File: src/rtl/hud_draw_sequencer.sv
// Round-robin HUD slot scanner: finds slots whose symbol changed since last drawn and
// issues one go/done draw request per dirty slot, with a bounded wait on the draw module.
module hud_draw_sequencer #(
  parameter int unsigned NUM_SLOTS = 8,
  parameter int unsigned IDX_W     = 3,
  parameter int unsigned SYM_W     = 6,
  parameter int unsigned X_W       = 8,
  parameter int unsigned Y_W       = 7,
  parameter int unsigned SCALE_W   = 3,
  parameter int unsigned TIMEOUT   = 4095
) (
  input  logic                         clk,
  input  logic                         resetn,
  input  logic                         enable,
  input  logic                         force_all,
  input  logic [NUM_SLOTS*SYM_W-1:0]   sym_in,
  input  logic [NUM_SLOTS*X_W-1:0]     x_in,
  input  logic [NUM_SLOTS*Y_W-1:0]     y_in,
  input  logic [NUM_SLOTS*SCALE_W-1:0] scale_in,
  input  logic                         done_sym,
  output logic                         go_draw,
  output logic [SYM_W-1:0]             sym_out,
  output logic [X_W-1:0]               x_out,
  output logic [Y_W-1:0]               y_out,
  output logic [SCALE_W-1:0]           scale_out,
  output logic [IDX_W-1:0]             slot_out,
  output logic                         busy,
  output logic                         pass_done,
  output logic                         timeout_err
);

  localparam int unsigned CntW = $clog2(TIMEOUT + 1);

  typedef enum logic [1:0] {StScan, StIssue, StWait} state_e;

  state_e               state_q;
  logic [NUM_SLOTS-1:0] force_q;
  logic [SYM_W-1:0]     shadow_q [NUM_SLOTS];
  logic [IDX_W-1:0]     ptr_q;
  logic [CntW-1:0]      cnt_q;
  logic                 go_draw_q, busy_q, pass_done_q, timeout_err_q;
  logic [SYM_W-1:0]     sym_q;
  logic [X_W-1:0]       x_q;
  logic [Y_W-1:0]       y_q;
  logic [SCALE_W-1:0]   scale_q;
  logic [IDX_W-1:0]     slot_q;

  logic [SYM_W-1:0]     cur_sym;
  logic [X_W-1:0]       cur_x;
  logic [Y_W-1:0]       cur_y;
  logic [SCALE_W-1:0]   cur_scale;
  logic                 dirty, wrap;
  logic [IDX_W-1:0]     ptr_nxt, slot_nxt;
  logic                 slot_wrap;

  always_comb begin
    cur_sym   = sym_in[int'(ptr_q)*SYM_W +: SYM_W];
    cur_x     = x_in[int'(ptr_q)*X_W +: X_W];
    cur_y     = y_in[int'(ptr_q)*Y_W +: Y_W];
    cur_scale = scale_in[int'(ptr_q)*SCALE_W +: SCALE_W];
    dirty     = force_q[ptr_q] | (cur_sym != shadow_q[ptr_q]);
    wrap      = (ptr_q == IDX_W'(NUM_SLOTS - 1));
    ptr_nxt   = wrap ? '0 : ptr_q + 1'b1;
    // Completion and abort advance from the latched slot, which equals ptr_q in WAIT.
    slot_wrap = (slot_q == IDX_W'(NUM_SLOTS - 1));
    slot_nxt  = slot_wrap ? '0 : slot_q + 1'b1;
  end

  always_ff @(posedge clk or negedge resetn) begin
    if (!resetn) begin
      state_q       <= StScan;
      force_q       <= '1;
      for (int i = 0; i < int'(NUM_SLOTS); i++) shadow_q[i] <= '0;
      ptr_q         <= '0;
      cnt_q         <= '0;
      go_draw_q     <= 1'b0;
      busy_q        <= 1'b0;
      pass_done_q   <= 1'b0;
      timeout_err_q <= 1'b0;
      sym_q         <= '0;
      x_q           <= '0;
      y_q           <= '0;
      scale_q       <= '0;
      slot_q        <= '0;
    end else begin
      go_draw_q   <= 1'b0;
      pass_done_q <= 1'b0;
      unique case (state_q)
        StScan: begin
          if (enable) begin
            if (dirty) begin
              sym_q     <= cur_sym;
              x_q       <= cur_x;
              y_q       <= cur_y;
              scale_q   <= cur_scale;
              slot_q    <= ptr_q;
              go_draw_q <= 1'b1;
              busy_q    <= 1'b1;
              state_q   <= StIssue;
            end else begin
              ptr_q       <= ptr_nxt;
              pass_done_q <= wrap;
            end
          end
        end
        StIssue: begin
          cnt_q   <= '0;
          state_q <= StWait;
        end
        StWait: begin
          if (done_sym) begin
            shadow_q[slot_q] <= sym_q;
            force_q[slot_q]  <= 1'b0;
            ptr_q            <= slot_nxt;
            pass_done_q      <= slot_wrap;
            busy_q           <= 1'b0;
            state_q          <= StScan;
          end else if (cnt_q == CntW'(TIMEOUT)) begin
            // Slot stays dirty so a later pass retries it.
            timeout_err_q <= 1'b1;
            ptr_q         <= slot_nxt;
            pass_done_q   <= slot_wrap;
            busy_q        <= 1'b0;
            state_q       <= StScan;
          end else begin
            cnt_q <= cnt_q + 1'b1;
          end
        end
        default: state_q <= StScan;
      endcase
      // Placed last so a coincident completion cannot clear a fresh redraw request.
      if (force_all) force_q <= '1;
    end
  end

  assign go_draw     = go_draw_q;
  assign busy        = busy_q;
  assign pass_done   = pass_done_q;
  assign timeout_err = timeout_err_q;
  assign sym_out     = sym_q;
  assign x_out       = x_q;
  assign y_out       = y_q;
  assign scale_out   = scale_q;
  assign slot_out    = slot_q;

endmodule
File: config.mk
export PLATFORM = sky130hd
export DESIGN_NAME = hud_draw_sequencer
export DESIGN_NICKNAME = d
export VERILOG_FILES = /design/src/rtl/hud_draw_sequencer.sv
export SDC_FILE = /design/constraint.sdc
export NUM_CORES = 1
export LEC_CHECK = 0
export CORE_MARGIN = 5
export CORE_UTILIZATION = 38
export CTS_BUF_LIST = sky130_fd_sc_hd__clkbuf_8
export DETAILED_ROUTE_END_ITERATION = 12
export GPL_TIMING_DRIVEN = 0
export HOLD_SLACK_MARGIN = 0.02
export PLACE_DENSITY = 0.81
export SETUP_SLACK_MARGIN = 0.05
export SYNTH_ARGS = -nofsm -noshare
export SYNTH_HDL_FRONTEND = slang
export SYNTH_SLANG_ARGS = --single-unit
File: constraint.sdc
create_clock -name clk -period 2.9 [get_ports clk]
set_clock_uncertainty 0.1 [all_clocks]
set_input_delay 0.58 -clock clk [delete_from_list [all_inputs] [get_ports clk]]
set_output_delay 0.58 -clock clk [all_outputs]
set_load 0.02 [all_outputs]
==> results of run 1 <==
==> cell usage after synthesis (all sizes together), types with 4 or more instances <==
cell type  instances  share of area (%)
buf               14                1.6
dfrtp             96                 39
a21o               5               0.61
o21bai             4               0.49
xor2               4               0.57
mux2i             17                2.8
nand2             44                2.7
and3               9               0.92
o21ai             34                2.8
mux4              62                 23
xnor2              6               0.86
ha                 5                1.0
clkbuf            14               0.86
dfstp              8                3.4
nor2              10               0.61
mux2              72                 15
inv               13               0.80
==> stage by stage <==
stage / setup TNS [ns] / setup WS (ns) / hold WS, ns
floorplan: 0 / 0.0708 / 0.184
global placement: -270.77 / -2.48 / 0.346
detailed placement: -25.57 / -0.971 / 0.355
CTS: -0.935 / -0.0563 / 0.135
global route: -4.22 / -0.159 / 0.152
finish: -1.59 / -0.0808 / 0.116
==> layout make-up <==
type,instances,area [um2],area share [%]
clock inverters,6,67.6,0.732
inverters,13,51.3,0.556
flip-flops and latches,104,2610,28.3
well taps,216,270,2.93
multi-input cells,303,3420,37.1
plain buffers,28,235,2.55
repair buffers,236,2430,26.3
clock buffers,10,138,1.49
==> sequential cells by signal (all words and copies together) (netlist names), 2 cells and up <==
name / flops
cnt_q: 12
y_out: 7
slot_out: 3
shadow_q: 48
scale_out: 3
ptr_q: 3
force_q: 8
sym_out: 6
x_out: 8
state_q: 2
==> metal layers <==
| metal | track usage [%] | routed length [um] |
|---|---|---|
| met1 | 24.3 | 7560 |
| met2 | 36.9 | 10300 |
| met3 | 4.67 | 1390 |
| met4 | 5.49 | 405 |
| met5 | 0 | 0 |
==> how the worst min path moves through the flow <==
stage,cells after the start,slack (ns),from,endpoint
finish,1,0.12,resetn,x_out[3]
global placement,1,0.35,timeout_err,timeout_err
CTS,1,0.14,resetn,shadow_q[19]
detailed placement,1,0.36,timeout_err,timeout_err
floorplan,0,0.18,resetn,busy
global route,1,0.15,resetn,x_out[3]
==> cells by family after synthesis <==
kind of cell / share of synthesized area [%]
mux: 40.1
flops: 42.6
simple gates: 6.81
compound gates: 4.85
buf+inv: 3.24
xor+xnor: 1.43
fa+ha+maj: 1.02
==> report_power, final <==
group / total (uW) / leakage, uW / switching [uW] / internal [uW]
combinational: 5020 / 0.00246 / 2150 / 2870
sequential: 2390 / 0.00131 / 414 / 1980
clock: 943 / 0.000104 / 516 / 427
total: 8360 / 0.00388 / 3080 / 5280
==> timing repair <==
| action | CTS | global route |
|---|---|---|
| gates resized for setup | 46 | 8 |
| cloned | 2 | 0 |
| endpoints found under the setup margin | 46 | 33 |
| pin swaps | 0 | 1 |
| buffers inserted | 5 | 1 |
==> results by group, run 1 <==
Layout
  – Synth-to-layout area growth: 50.4%
  – Core occupancy in the finished layout: approximately three fifths
  – Final Instance Area: 0.00923 mm2
  – Most frequent standard cell in the layout excluding fill and tap cells: sky130_fd_sc_hd__clkdlybuf4s50_1
  – Fill cells: 1260
  – Number of nets in the layout: 897
  – Commonest non-fill, non-tap cells in the layout: sky130_fd_sc_hd__clkdlybuf4s50_1, sky130_fd_sc_hd__dfrtp_1, sky130_fd_sc_hd__mux4_2
  – Number of antenna cells inserted: 0
  – Non-Filler Instances: approximately 920
  – Layout cells sized above 1: between 20 and 30%

Placement
  – Count of input and output buffers: 227
  – Total placed instance area: 0.00871 mm2
  – GP Congestion: 0.899
  – DP Cell Count: slightly below 900
  – Post-detail-place hpwl: 14900 um

Timing
  – Final setup violation count: 27
  – Minimum setup slack in the final design: -0.0808 ns
  – Worst slew margin relative to its limit: 40.5%
  – Final-report hold violation count: 0
  – Time the final worst path needs with I/O delays and setup: 2.98 ns
  – Number of max-slew violations in the final report: 0
  – RSZ-0062 raised after global routing: yes
  – Period utilisation layout: 103%
  – Maximum clock frequency: around 0.34 GHz
  – Worst-Margin Slew: 0.892 ns

Yosys
  – Per-instance average area after synthesis: ~14 um2
  – Fraction of the yosys area taken by sequential cells: 42.6%
  – Post-synth top flop: sky130_fd_sc_hd__dfrtp_1
  – Unique cell type count in the Yosys netlist: 41
  – Mapped cell area: 0.00614 mm2
  – Warnings, synthesis: 0
  – Count of flip-flops with a built-in enable after synthesis: 0
  – FF+latch count, synth: 104
  – Post-synth net total: 650
  – Share of synthesized registers carrying an async set or reset: 100%
  – Number of standard cells after synthesis: 448

Drt
  – Via count: a little under 5000
  – Number of antenna-violating nets in the routed design: 0
  – First-pass iteration count of the detailed router: 4
  – Via/cell ratio: 5.40
  – Average detailed-routed wire length per instance: 21.4 um
  – Iteration-0 DRC count of the detailed router: 261
  – Wirelength, routed: 19600 um
  – Drc violations: 0

Clock network
  – Sink count of the clock tree: between 100 and 150
  – H-tree depth reported by CTS: 3
  – Clock input transition at the sequential cells of the worst setup and hold paths: 0.10 ns
  – CTS tree: done
  – Buffer depth of the longest clock path: 2
  – Cts-stage hold buffer count: 0
  – Total CTS buffers: 9
  – Root Buffer Master: sky130_fd_sc_hd__clkbuf_8
  – Worst-skew pair later-pin latency: 0.38 ns

Setup path
  – CP arrival: 3.14 ns
  – Worst setup endpoint: scale_out[2]
  – Endpoint class of the critical path: flop
  – Worst reg2reg endpoint: scale_out[2]
  – Most common cell on crit path: sky130_fd_sc_hd__buf_12
  – Required time of the critical path: roughly 3.1 ns
  – Cell family contributing the most delay on the critical path: multiplexers
  – Startpoint Class: flop
  – CP max stage cell: sky130_fd_sc_hd__mux4_2
  – Startpoint of the worst setup timing path: ptr_q[0]
  – Highest cell delay on the worst timing path: 0.52 ns
  – Reg-to-reg startpoint: ptr_q[0]
  – Cell Chain, Critical Path: buf_12 -> buf_12 -> mux4_2 -> mux2i_2 -> xnor2_1 -> nand4_1 -> nor3_2 -> or4_4 -> buf_12 -> mux2_4
  – Critical path class: flop to flop
  – R2r setup slk: -0.08 ns
  – Biggest fanout along the worst timing path: 10
  – Number of buffer and inverter instances along the worst setup path: 3
  – Cell count along the critical path: 10
  – Worst-case reg-to-reg path depth: 10

Min path
  – Classification of the worst-slack hold path: input port to async pin

Run
  – Count of maximum capacitance violations: 0

Global route
  – All-layer global routing usage: 20.4%
  – Initial antenna violation count: 0
  – Via count of the first global-routing pass: 5429
  – GRT overflow: 0
  – Pin count of the biggest net entering global routing: 59
  – First-pass GRT wire length: about 29000 um

Power and ir drop
  – PnR Total Power: roughly 8400 uW
  – Worst ir drop on vdd: 0.379 mV
  – Static power due to leakage: 0.00388 uW
  – Power Density: 905 mW/mm2

Floorplan
  – # rows: 46
  – Die Footprint: roughly 0.019 mm2
  – Effective utilization at floorplan: 38.6%
  – Overall die height: 137 um
  – Core area: ~0.016 mm2
  – Io pins: about 230
  – Die width: 137 um

Status
  – Failing checks: negative setup slack
  – Status: complete, but fails checks
No activity file was read; power rests on OpenSTA's default activity.
==> run 2, diff against run 1 <==
Settings changed: CORE_UTILIZATION 38 to 42, PLACE_DENSITY 0.81 to 0.88.
==> run 2 against run 1 <==
Against the previous run: the run still ends with negative setup slack left; combinational power is 2% lower; design area down 1.2%; non-clock buffer count is 2 higher; cell count down 3.2%; die area shrank 8.8%; global-route usage grew 2.1 points; sequential cell count unchanged; critical endpoint is now y_out[0]; largest cell class unchanged; highest routed layer unchanged.
==> results by group, run 2 (synthesized netlist as in run 1, its figures left out) <==
Layout
  – Top register by number of flip-flops: shadow_q
  – Non-Filler Instances: 887 (-3.2%)
  – Layout cells sized above 1: 28.2% (-0.51 points)
  – Biggest regs: shadow_q (48), cnt_q (12)
  – Most frequent standard cell in the layout excluding fill and tap cells: sky130_fd_sc_hd__clkdlybuf4s50_1
  – Synth-to-layout area growth: 48.6%
  – Commonest non-fill, non-tap cells in the layout: sky130_fd_sc_hd__clkdlybuf4s50_1, sky130_fd_sc_hd__dfrtp_1, sky130_fd_sc_hd__mux4_2
  – Core occupancy in the finished layout: 63.2% (+5.1 points)
  – Number of nets in the layout: 899 (+0.22%)
  – Number of flip-flops under the largest register name: 48 (unchanged)

Status
  – Failing checks: negative setup slack
  – Status: complete, but fails checks

Timing
  – Period utilisation layout: 104% (+1.5 points)
  – Final setup violation count: 25 (-7.4%)
  – Number of max-slew violations in the final report: 0 (unchanged)
  – Worst slew margin relative to its limit: 42.9% (+2.4 points)
  – Worst-Margin Slew: 0.857 ns (-0.0353 ns)
  – Final-report hold violation count: 0 (unchanged)
  – Time the final worst path needs with I/O delays and setup: 3.02 ns (+0.0433 ns)
  – Minimum setup slack in the final design: -0.124 ns (-0.0433 ns)
  – Maximum clock frequency: 0.331 GHz (-1.4%)
  – RSZ-0062 raised after global routing: yes

Setup path
  – Critical path class: flop to flop
  – Startpoint Class: flop
  – Endpoint class of the critical path: flop
  – Biggest fanout along the worst timing path: 10 (unchanged)
  – Reg-to-reg startpoint: ptr_q[2]
  – Required time of the critical path: 3.07 ns (about the same)
  – Startpoint of the worst setup timing path: ptr_q[2]
  – CP arrival: 3.19 ns (+0.05 ns)

Floorplan
  – Die width: 131 um (-4.5%)
  – Core area: 0.0144 mm2 (-9.2%)
  – Io pins: 228 (unchanged)
  – Effective utilization at floorplan: 42.5% (+3.9 points)
  – # rows: 44 (-4.3%)
  – Die Footprint: 0.0171 mm2 (-8.8%)
  – Overall die height: 131 um (-4.5%)

Drt
  – Drc violations: 0 (unchanged)
  – Number of antenna-violating nets in the routed design: 0 (unchanged)
  – Average detailed-routed wire length per instance: 22.5 um (+5.0%)
  – Wirelength, routed: 20000 um (+1.7%)
  – First-pass iteration count of the detailed router: 5 (+1)
  – Iteration-0 DRC count of the detailed router: 463 (+77%)
  – Via count: 5107 (+3.2%)
  – Via/cell ratio: 5.76 (+6.6%)

Placement
  – DP Cell Count: 861 (-3.5%)
  – GP Congestion: 0.834 (-7.3%)
  – Post-detail-place hpwl: 15300 um (+2.6%)
  – Count of input and output buffers: 227 (unchanged)

Clock network
  – Buffer depth of the longest clock path: 2 (unchanged)
  – H-tree depth reported by CTS: 3 (unchanged)
  – Root Buffer Master: sky130_fd_sc_hd__clkbuf_8
  – Worst-skew pair later-pin latency: 0.39 ns (about the same)
  – CTS tree: done
  – Sink count of the clock tree: 104 (unchanged)
  – Cts-stage hold buffer count: 0 (unchanged)
  – Total CTS buffers: 9 (unchanged)
  – Clock input transition at the sequential cells of the worst setup and hold paths: 0.10 ns (about the same)

Power and ir drop
  – Power Density: 910 mW/mm2 (+0.56%)
  – Static power due to leakage: 0.00386 uW (-0.46%)
  – Register share of total power: 28.9% (+0.2 points)
  – Switching pwr: 3110 uW (+1.0%)
  – Relative contribution of the clock network to total power: 11.6% (+0.3 points)
  – PnR Total Power: 8300 uW (-0.64%)
  – Switching share of power: 37.5% (+0.61 points)
  – Internal: 5190 uW (-1.6%)
  – Worst ir drop on vdd: 0.503 mV (+33%)
  – Combinational cell fraction of total power: 59.5% (-0.6 points)

Global route
  – All-layer global routing usage: 22.5% (+2.1 points)
  – Via count of the first global-routing pass: 5586 (+2.9%)
  – First-pass GRT wire length: 29400 um (+1.0%)
  – Initial antenna violation count: 1 (+1)
  – GRT overflow: 0 (unchanged)
  – Pin count of the biggest net entering global routing: 66 (+12%)

Run
  – Count of maximum capacitance violations: 0 (unchanged)

Min path
  – Classification of the worst-slack hold path: input port to async pin
## run 2: changes by cell type in the layout (fill, tap and decap cells not counted), moves of 2 or more
| cell | delta |
|---|---|
| sky130_fd_sc_hd__buf_12 | -4 |
| sky130_fd_sc_hd__clkinv_2 | -2 |
| sky130_fd_sc_hd__buf_4 | +8 |
| sky130_fd_sc_hd__inv_1 | +2 |
| sky130_fd_sc_hd__inv_6 | +4 |
| sky130_fd_sc_hd__buf_8 | +3 |
| sky130_fd_sc_hd__buf_16 | -2 |
| sky130_fd_sc_hd__clkbuf_4 | -2 |
| sky130_fd_sc_hd__buf_6 | -3 |
## run 2: metal layers
layer,part of all wire [%],up-vias,GRT usage [%]
li1,-,2201,-
met1,37,2586,28.0
met2,54,262,39.2
met3,6.9,58,4.39
met4,2.9,0,7.99
met5,0,-,0
## run 2: worst paths after layout
| path | endpoint | slack (ns) | cells past startpoint |
|---|---|---|---|
| setup reg to reg | y_out[0] | -0.12 | 10 |
| hold / removal | sym_out[5] | 0.06 | 1 |
| max in group asynchronous | cnt_q[11] | 1.95 | 2 |
| setup / recovery | y_out[0] | -0.12 | 10 |
| hold reg to reg | timeout_err | 0.39 | 1 |
| min in group clk | timeout_err | 0.39 | 1 |
## run 2: power groups by stage
stage	clock, uW	combinational (uW)	sequential (uW)
global placement	0	4360	2350
detailed placement	0	4510	2400
floorplan	0	2850	2530
global route	1030	5270	2470
CTS	969	4770	2380
finish	962	4940	2400
## run 2: metrics by stage
step	setup WS [ns]	area, um2	TNS [ns]	hold slack [ns]
2_1_floorplan	0.0708	6140	0	0.184
3_3_place_gp	-2.51	8640	-270.55	0.355
3_5_place_dp	-0.773	8670	-19.64	0.358
4_1_cts	-0.0911	9030	-1.84	0.0771
5_1_grt	-0.213	9120	-5.13	0.101
6_report	-0.124	9120	-2.64	0.0612
## run 2: cell type report
| type | instances | area [um2] |
|---|---|---|
| fillers | 1032 | 5300 |
| multi-input cells | 303 | 3410 |
| plain buffers | 28 | 199 |
| inverters | 13 | 48.8 |
| diodes | 1 | 2.50 |
| repair buffers | 238 | 2400 |
| well taps | 184 | 230 |
| flip-flops and latches | 104 | 2610 |
| clock buffers | 10 | 138 |
| clock inverters | 6 | 73.8 |
## run 2: what timing repair did
action | 4_1_cts | 5_1_grt
cloned | 0 | 1
pin swaps | 1 | 1
setup endpoints to repair | 34 | 36
buffers inserted | 6 | 2
gates resized for setup | 24 | 9
## run 2: worst max-delay path, cell delays in order (launching register included)
cell and delay (ns):
sky130_fd_sc_hd__dfrtp_1 0.38, sky130_fd_sc_hd__buf_2 0.23, sky130_fd_sc_hd__buf_2 0.37, sky130_fd_sc_hd__mux4_2 0.36
sky130_fd_sc_hd__mux2i_1 0.19, sky130_fd_sc_hd__xnor2_1 0.10, sky130_fd_sc_hd__nand2_1 0.14, sky130_fd_sc_hd__nor3_2 0.07
sky130_fd_sc_hd__or4_4 0.47, sky130_fd_sc_hd__buf_6 0.19, sky130_fd_sc_hd__mux2_4 0.31
